--- src/rtl/block_row_loader_if.sv ---
// rtl/block_row_loader_if.sv - image memory read bus between block_row_loader and the image memory
//
// Signals:
//   mem_rd_en    read strobe (loader -> memory)
//   mem_addr     read address (loader -> memory)
//   mem_rd_data  read data, valid one cycle after mem_rd_en (memory -> loader)
// Modports: master = loader side, slave = memory side.
interface block_row_loader_if #(
  parameter int ADDR_W = 18,
  parameter int PIX_W  = 8
) ();
  logic              mem_rd_en;
  logic [ADDR_W-1:0] mem_addr;
  logic [PIX_W-1:0]  mem_rd_data;

  modport master (output mem_rd_en, output mem_addr, input mem_rd_data);
  modport slave  (input mem_rd_en, input mem_addr, output mem_rd_data);
endinterface

--- src/rtl/block_row_loader.sv ---
// rtl/block_row_loader.sv - fetches a BLK_H x BLK_W pixel block and serves packed rows
//
// Loads a block of pixels from a byte-wide, 1-cycle-latency image memory in raster
// order, packs each row into one BLK_W*PIX_W word and serves it by row index. The
// downstream interpolator is held in reset until the whole block is resident.
//
// Ports:
//   clk           clock
//   rst           asynchronous active-low reset
//   start         begin a block load (accepted in IDLE or READY)
//   base_addr     address of block pixel (0,0), captured with start
//   busy          high while fetching / draining
//   done          one-cycle pulse on entry to READY
//   interp_rst_n  active-low reset for the interpolator, high only in READY
//   mem           image memory read bus (master side)
//   row_idx       row select from the interpolator
//   in_row        packed row, pixel 0 in the LSBs, combinational
//
// Optional: define ROW_EDGE_PAD_EN to replicate the last row for row_idx >= BLK_H;
// otherwise out-of-range rows read as zero.
module block_row_loader #(
  parameter int PIX_W  = 8,
  parameter int BLK_W  = 15,
  parameter int BLK_H  = 15,
  parameter int ADDR_W = 18,
  parameter int STRIDE = 400,
  parameter int IDX_W  = 8
) (
  input  logic                     clk,
  input  logic                     rst,
  input  logic                     start,
  input  logic [ADDR_W-1:0]        base_addr,
  output logic                     busy,
  output logic                     done,
  output logic                     interp_rst_n,
  block_row_loader_if.master       mem,
  input  logic [IDX_W-1:0]         row_idx,
  output logic [BLK_W*PIX_W-1:0]   in_row
);

  localparam int ROW_W = BLK_W * PIX_W;
  localparam int R_W   = (BLK_H > 1) ? $clog2(BLK_H) : 1;
  localparam int C_W   = (BLK_W > 1) ? $clog2(BLK_W) : 1;
  localparam logic [R_W-1:0]    LAST_R   = R_W'(BLK_H - 1);
  localparam logic [C_W-1:0]    LAST_C   = C_W'(BLK_W - 1);
  localparam logic [ADDR_W-1:0] STRIDE_A = ADDR_W'(STRIDE);

  typedef enum logic [1:0] {S_IDLE, S_FETCH, S_DRAIN, S_READY} state_t;

  state_t            state_q, state_d;
  logic [R_W-1:0]    r_q, r_d;
  logic [C_W-1:0]    c_q, c_d;
  logic [ADDR_W-1:0] row_base_q, row_base_d;
  logic              done_q;
  logic              rd_en;
  logic [ADDR_W-1:0] rd_addr;

  // Read request delayed by one cycle so it lines up with the returning data.
  logic              cap_en_q;
  logic [R_W-1:0]    cap_r_q;
  logic [C_W-1:0]    cap_c_q;

  logic [ROW_W-1:0]  row_store_q [BLK_H];

  always_comb begin
    state_d      = state_q;
    r_d          = r_q;
    c_d          = c_q;
    row_base_d   = row_base_q;
    busy         = 1'b0;
    interp_rst_n = 1'b0;
    rd_en        = 1'b0;
    rd_addr      = '0;
    case (state_q)
      S_IDLE, S_READY: begin
        interp_rst_n = (state_q == S_READY);
        if (start) begin
          state_d    = S_FETCH;
          row_base_d = base_addr;
          r_d        = '0;
          c_d        = '0;
        end
      end
      S_FETCH: begin
        busy  = 1'b1;
        rd_en = 1'b1;
        // Row base advances by STRIDE per row, so no multiplier; sums wrap at 2^ADDR_W.
        rd_addr = row_base_q + ADDR_W'(c_q);
        if (c_q == LAST_C) begin
          c_d        = '0;
          row_base_d = row_base_q + STRIDE_A;
          if (r_q == LAST_R) begin
            r_d     = '0;
            state_d = S_DRAIN;
          end else begin
            r_d = r_q + 1'b1;
          end
        end else begin
          c_d = c_q + 1'b1;
        end
      end
      S_DRAIN: begin
        busy    = 1'b1;
        state_d = S_READY;
      end
      default: state_d = S_IDLE;
    endcase
  end

  always_ff @(posedge clk or negedge rst) begin
    if (!rst) begin
      state_q    <= S_IDLE;
      r_q        <= '0;
      c_q        <= '0;
      row_base_q <= '0;
      done_q     <= 1'b0;
      cap_en_q   <= 1'b0;
      cap_r_q    <= '0;
      cap_c_q    <= '0;
      for (int i = 0; i < BLK_H; i++) row_store_q[i] <= '0;
    end else begin
      state_q    <= state_d;
      r_q        <= r_d;
      c_q        <= c_d;
      row_base_q <= row_base_d;
      // DRAIN always moves to READY, so this flags exactly the first READY cycle.
      done_q     <= (state_q == S_DRAIN);
      cap_en_q   <= rd_en;
      cap_r_q    <= r_q;
      cap_c_q    <= c_q;
      if (cap_en_q) row_store_q[cap_r_q][cap_c_q*PIX_W +: PIX_W] <= mem.mem_rd_data;
    end
  end

  always_comb begin
    in_row = '0;
    for (int i = 0; i < BLK_H; i++) begin
      if (row_idx == IDX_W'(i)) in_row = row_store_q[i];
    end
`ifdef ROW_EDGE_PAD_EN
    if (row_idx >= IDX_W'(BLK_H)) in_row = row_store_q[BLK_H-1];
`endif
  end

  assign mem.mem_rd_en = rd_en;
  assign mem.mem_addr  = rd_addr;
  assign done          = done_q;

endmodule

--- src/flat_wrapper.sv ---
// flat-port wrapper written by rule: the top's interface ports become plain ports
module block_row_loader_flat 
#(
  parameter int PIX_W  = 8,
  parameter int BLK_W  = 15,
  parameter int BLK_H  = 15,
  parameter int ADDR_W = 18,
  parameter int STRIDE = 400,
  parameter int IDX_W  = 8
)
  (clk, rst, start, base_addr, busy, done, interp_rst_n, row_idx, in_row, mem_mem_rd_en, mem_mem_addr, mem_mem_rd_data);
  block_row_loader_if #(.ADDR_W(ADDR_W), .PIX_W(PIX_W)) mem_i ();
  input  logic clk;
  input  logic rst;
  input  logic start;
  input  logic [ADDR_W-1:0] base_addr;
  output logic busy;
  output logic done;
  output logic interp_rst_n;
  input  logic [IDX_W-1:0] row_idx;
  output logic [BLK_W*PIX_W-1:0] in_row;
  output wire logic [$bits(mem_i.mem_rd_en)-1:0] mem_mem_rd_en;
  output wire logic [$bits(mem_i.mem_addr)-1:0] mem_mem_addr;
  input wire logic [$bits(mem_i.mem_rd_data)-1:0] mem_mem_rd_data;
  assign mem_mem_rd_en = mem_i.mem_rd_en;
  assign mem_mem_addr = mem_i.mem_addr;
  assign mem_i.mem_rd_data = mem_mem_rd_data;
  block_row_loader #(.PIX_W(PIX_W), .BLK_W(BLK_W), .BLK_H(BLK_H), .ADDR_W(ADDR_W), .STRIDE(STRIDE), .IDX_W(IDX_W)) u_core (.clk(clk), .rst(rst), .start(start), .base_addr(base_addr), .busy(busy), .done(done), .interp_rst_n(interp_rst_n), .mem(mem_i), .row_idx(row_idx), .in_row(in_row));
endmodule
--- config.mk ---
export PLATFORM = sky130hd
export DESIGN_NAME = block_row_loader_flat
export DESIGN_NICKNAME = d
export VERILOG_FILES = /design/src/rtl/block_row_loader_if.sv /design/src/rtl/block_row_loader.sv /design/src/flat_wrapper.sv
export SDC_FILE = /design/constraint.sdc
export NUM_CORES = 2
export LEC_CHECK = 0
export ABC_AREA = 0
export CELL_PAD_IN_SITES_DETAIL_PLACEMENT = 1
export CELL_PAD_IN_SITES_GLOBAL_PLACEMENT = 2
export CORE_MARGIN = 8
export CORE_UTILIZATION = 44
export CTS_CLUSTER_SIZE = 30
export DETAILED_ROUTE_END_ITERATION = 16
export PLACE_DENSITY = 0.9
export SETUP_SLACK_MARGIN = 0.05
export SYNTH_ARGS = -nofsm -noshare
export SYNTH_HDL_FRONTEND = slang
export SYNTH_SLANG_ARGS = --single-unit
export TNS_END_PERCENT = 1
--- constraint.sdc ---
create_clock -name clk -period 5.65 [get_ports clk]
set_input_delay 0.565 -clock clk [delete_from_list [all_inputs] [get_ports clk]]
set_output_delay 0.565 -clock clk [all_outputs]
set_load 0.02 [all_outputs]
==> results.md <==
- FF-to-FF setup slack: around 1.4 ns
- Hold Fails Final Rpt: 0
- Register area share after synthesis: 55.1%
- Switching share of power: 28.7%
- Total CTS buffers: a little under 200
- Area of the mapped netlist: 0.0835 sq mm
- Tmin final: 5.05 ns
- Crit start category: input port
- Die Span Y: between 400 and 500 um
- Port bufs: around 180
- Post-synthesis net count: 8,790
- Post-CTS Resized: 0
- Comb pwr share: a little over an eighth
- Cell Area, Placed: approximately 0.088 sq mm
- GPL Wtd Cong: about 0.94
- Worst-Margin Slew: 1.38 ns
- Clock share of power: a little over two fifths
- Post-CTS Setup Repair Bufs: 0
- Met1 GRT Util: a little over two fifths
- Final Cell Area: roughly 0.095 sq mm
- Final WL: between 300,000 and 400,000 um
- Highest clock rate: just under 200 MHz
- Worst r2r src: u_core.cap_c_q[2]
- Total gr overflow: 0
- Vias per inst: between 6 and 7
- Gr busiest metal: met2
- # rows: 160
- CP dominant cell by count: clkdlybuf4s50_1
- Post-synth cell types: 84
- Maxcap violations: 0
- Vias after detailed routing: 72,200
- Iteration count of the initial detailed-routing pass: 6
- FFs w/ async S/R, synth: 100%
- Slew Limit Fails: 0
- Max incr delay on CP: roughly 0.86 ns
- CP max stage cell: or4_4
- Seq pwr share: 43.8%
- Antenna Nets Post-Route: 0
- Die width: between 400 and 500 um
- TritonCTS clock tree: yes
- Synth Register Bits: 1,838
- Worst hold path class: input port to async pin
- Largest net degree at the start of global routing: ~160
- Clk_skew: 0.0333 ns
- Reg-to-reg critical path endpoint: u_core.row_store_q[261]
- Final Core Density: between 50% and 60%
- Number of global-route vias before repair: 74,200
- Starting Density: between 40% and 50%
- Synth top area share: 55.1%
- Cells after Synth: ~8,700
- Clock Latency Late Sink: about 0.9 ns
- Core area: 0.189 sq mm
- CTS clk-pin slew, worst paths: around 0.060 ns
- First-pass GRT wire length: 505,000 um
- Power per cell area: between 300 and 400 mW/mm^2
- Cell Chain, Critical Path: clkdlybuf4s50_1 > or4_4 > buf_4 > nor2_4 > o21ai_4 > a41oi_1 > clkdlybuf4s50_1
- Peak supply drop: between 0.2 and 0.3 mV
- WS Path Type: input port to primary output
- Final nets: 8,683
- Max Root-Sink Buffers: 3
- CTS root buf: clkbuf_16
- Met3 Use GR: 7.80%
- Setup TNS: 0 ns
- Antenna violations before repair: 25
- Arrival time of the worst setup path: roughly 4.5 ns
- Setup WS post-layout: about 0.6 ns
- Final setup fails: 0
- Final period util: about nine tenths
- YS warnings: 0
- Crit end category: primary output
- P&R area growth vs syn: 13.6%
- Layout cells sized above 1: between 10% and 20%
- Fill count: roughly 21,000
- Die area: roughly 0.20 sq mm
- P_int: 0.0227 W
- Switching pwr: between 0.009 and 0.01 W
- Synth Flop Type: dfrtp_1
- Pwr Total: between 0.03 and 0.04 W
- Final HPWL DP: 223,000 um
- IO Count: between 150 and 200
- Critical path fanouts, max: 28
- CP required: a little over 5 ns
- Status: completed
- Reg2reg path depth: 7
- Clock sink count: about 1,800
- DR WL/cell: slightly above 30 um
- First DRT Iteration DRCs: approximately 7,900
- Leakage: between 40 and 50 nW
- Synth area leaders: dfrtp_1 (55%), o21ai_0 (12%), nand2_1 (9.7%), mux4_2 (3.0%), clkbuf_1 (2.6%)
- Worst slack, placed: between 0.7 and 0.8 ns
- CP startpoint: row_idx[5]
- RSZ-0062 raised after global routing: false
- Total track usage: between 30% and 40%
- CTS H-tree lvls: 4
- GRT met2 Usage: roughly half
- Post-synth EDFFs: 0
- Avg Inst Size Synth: between 9 and 10 sq um
- Slew Limit Headroom: ~7.7%
- Area leader, netlist: dfrtp_1
- Residual DRC count: 0
## power groups by stage
| stage | combinational [W] | clock (W) | sequential, W |
|---|---|---|---|
| 6_report | 0.00417 | 0.0137 | 0.0140 |
| 4_1_cts | 0.00411 | 0.0138 | 0.0140 |
| 5_1_grt | 0.00444 | 0.0143 | 0.0140 |
| 2_1_floorplan | 0.00228 | 0 | 0.0140 |
| 3_5_place_dp | 0.00408 | 0 | 0.0142 |
| 3_3_place_gp | 0.00397 | 0 | 0.0141 |
## critical path, delay by kind of cell
family / cells / cell delay, ns
buffers and inverters: 3 / 1.53
and+or+nand+nor: 2 / 1.21
AOI/OAI and AO/OA: 2 / 1.09
## area by class of cell
type                       count  area [sq um]  area share (%)
sequential                  1838         46000            48.5
multi-input combinational   6127         34700            36.5
clock buffer                 304          5950            6.27
timing repair buffer         435          4060            4.28
tap                         2511          3140            3.31
clock inverter                69           911           0.960
inverter                      29           113           0.119
antenna                       18          45.0          0.0475
## worst max-delay path by stage
stage,to,slack [ns],cells after the start
2_1_floorplan,in_row[34],2.50,8
3_3_place_gp,in_row[53],0.70,7
3_5_place_dp,in_row[53],0.71,7
4_1_cts,in_row[53],0.70,7
5_1_grt,in_row[53],0.69,7
6_report,in_row[53],0.60,7
## Yosys cell counts, types with 57 or more instances
| master | instances |
|---|---|
| o21ai_0 | 1964 |
| clkbuf_1 | 572 |
| o221ai_1 | 92 |
| o211ai_1 | 59 |
| buf_2 | 138 |
| a21oi_1 | 168 |
| mux2_2 | 168 |
| a22oi_1 | 59 |
| nor2_1 | 214 |
| mux2i_1 | 181 |
| mux4_2 | 112 |
| nor3_1 | 57 |
| dfrtp_1 | 1838 |
| nand3_1 | 123 |
| nand4_1 | 93 |
| nand2b_1 | 69 |
| nand2_1 | 2168 |
## kinds of logic (layout without fill, tap and decap cells)
family | Yosys count | count (layout) | synth area share, %
AND/OR/NAND/NOR | 2879 | 2879 | 14.3
flip-flops | 1838 | 1838 | 55.1
buffers and inverters | 772 | 837 | 3.74
XOR/XNOR | 11 | 11 | 0.124
adder cells (fa/ha/maj) | 16 | 16 | 0.249
other | 0 | 18 | 0
multiplexers | 462 | 462 | 7.47
AO/OA/AOI/OAI | 2759 | 2759 | 19.0
## timing repair
item / CTS / global route
endpoints found under the hold margin: 99 / 0
hold buffers: 1 / 0
setup endpoints to repair: 0 / 0
## per-layer routing
metal | part of all wire, % | routed length, um | up-vias
met4 | 7.6 | 25900 | 6
li1 | - | - | 30500
met3 | 8.9 | 30500 | 1167
met1 | 40 | 135000 | 37100
met2 | 44 | 151000 | 3540
met5 | 0.015 | 50 | -
## flip-flops by register name, summed over array words and instances (netlist names)
name	count
u_core.r_q	4
u_core.c_q	4
u_core.row_base_q	18
u_core.cap_en_q	1
u_core.cap_r_q	4
u_core.cap_c_q	4
u_core.row_store_q	1800
u_core.state_q	2
u_core.done	1
## through the flow
stage | std cells | hold slack (ns)
detailed placement | 10900 | 0.462
CTS | 11300 | 0.286
floorplan | 8737 | 0.269
global route | 11300 | 0.326
global placement | 10900 | 0.452
finish | 11300 | 0.306
## cell usage in the layout, fill, tap and decap left out, drive strengths merged, types with 59 or more instances in the layout
cell type and instances:
o211ai 59, nand3 123, nand2 2168, clkbuf 304
nand2b 69, mux4 112, o221ai 92, mux2i 181
nor2 224, clkdlybuf4s50 141, mux2 169, o21ai 1974
nor3 61, a22oi 59, nand4 93, a21oi 168
buf 293, dfrtp 1838
Power figures use the tool's default switching activity.
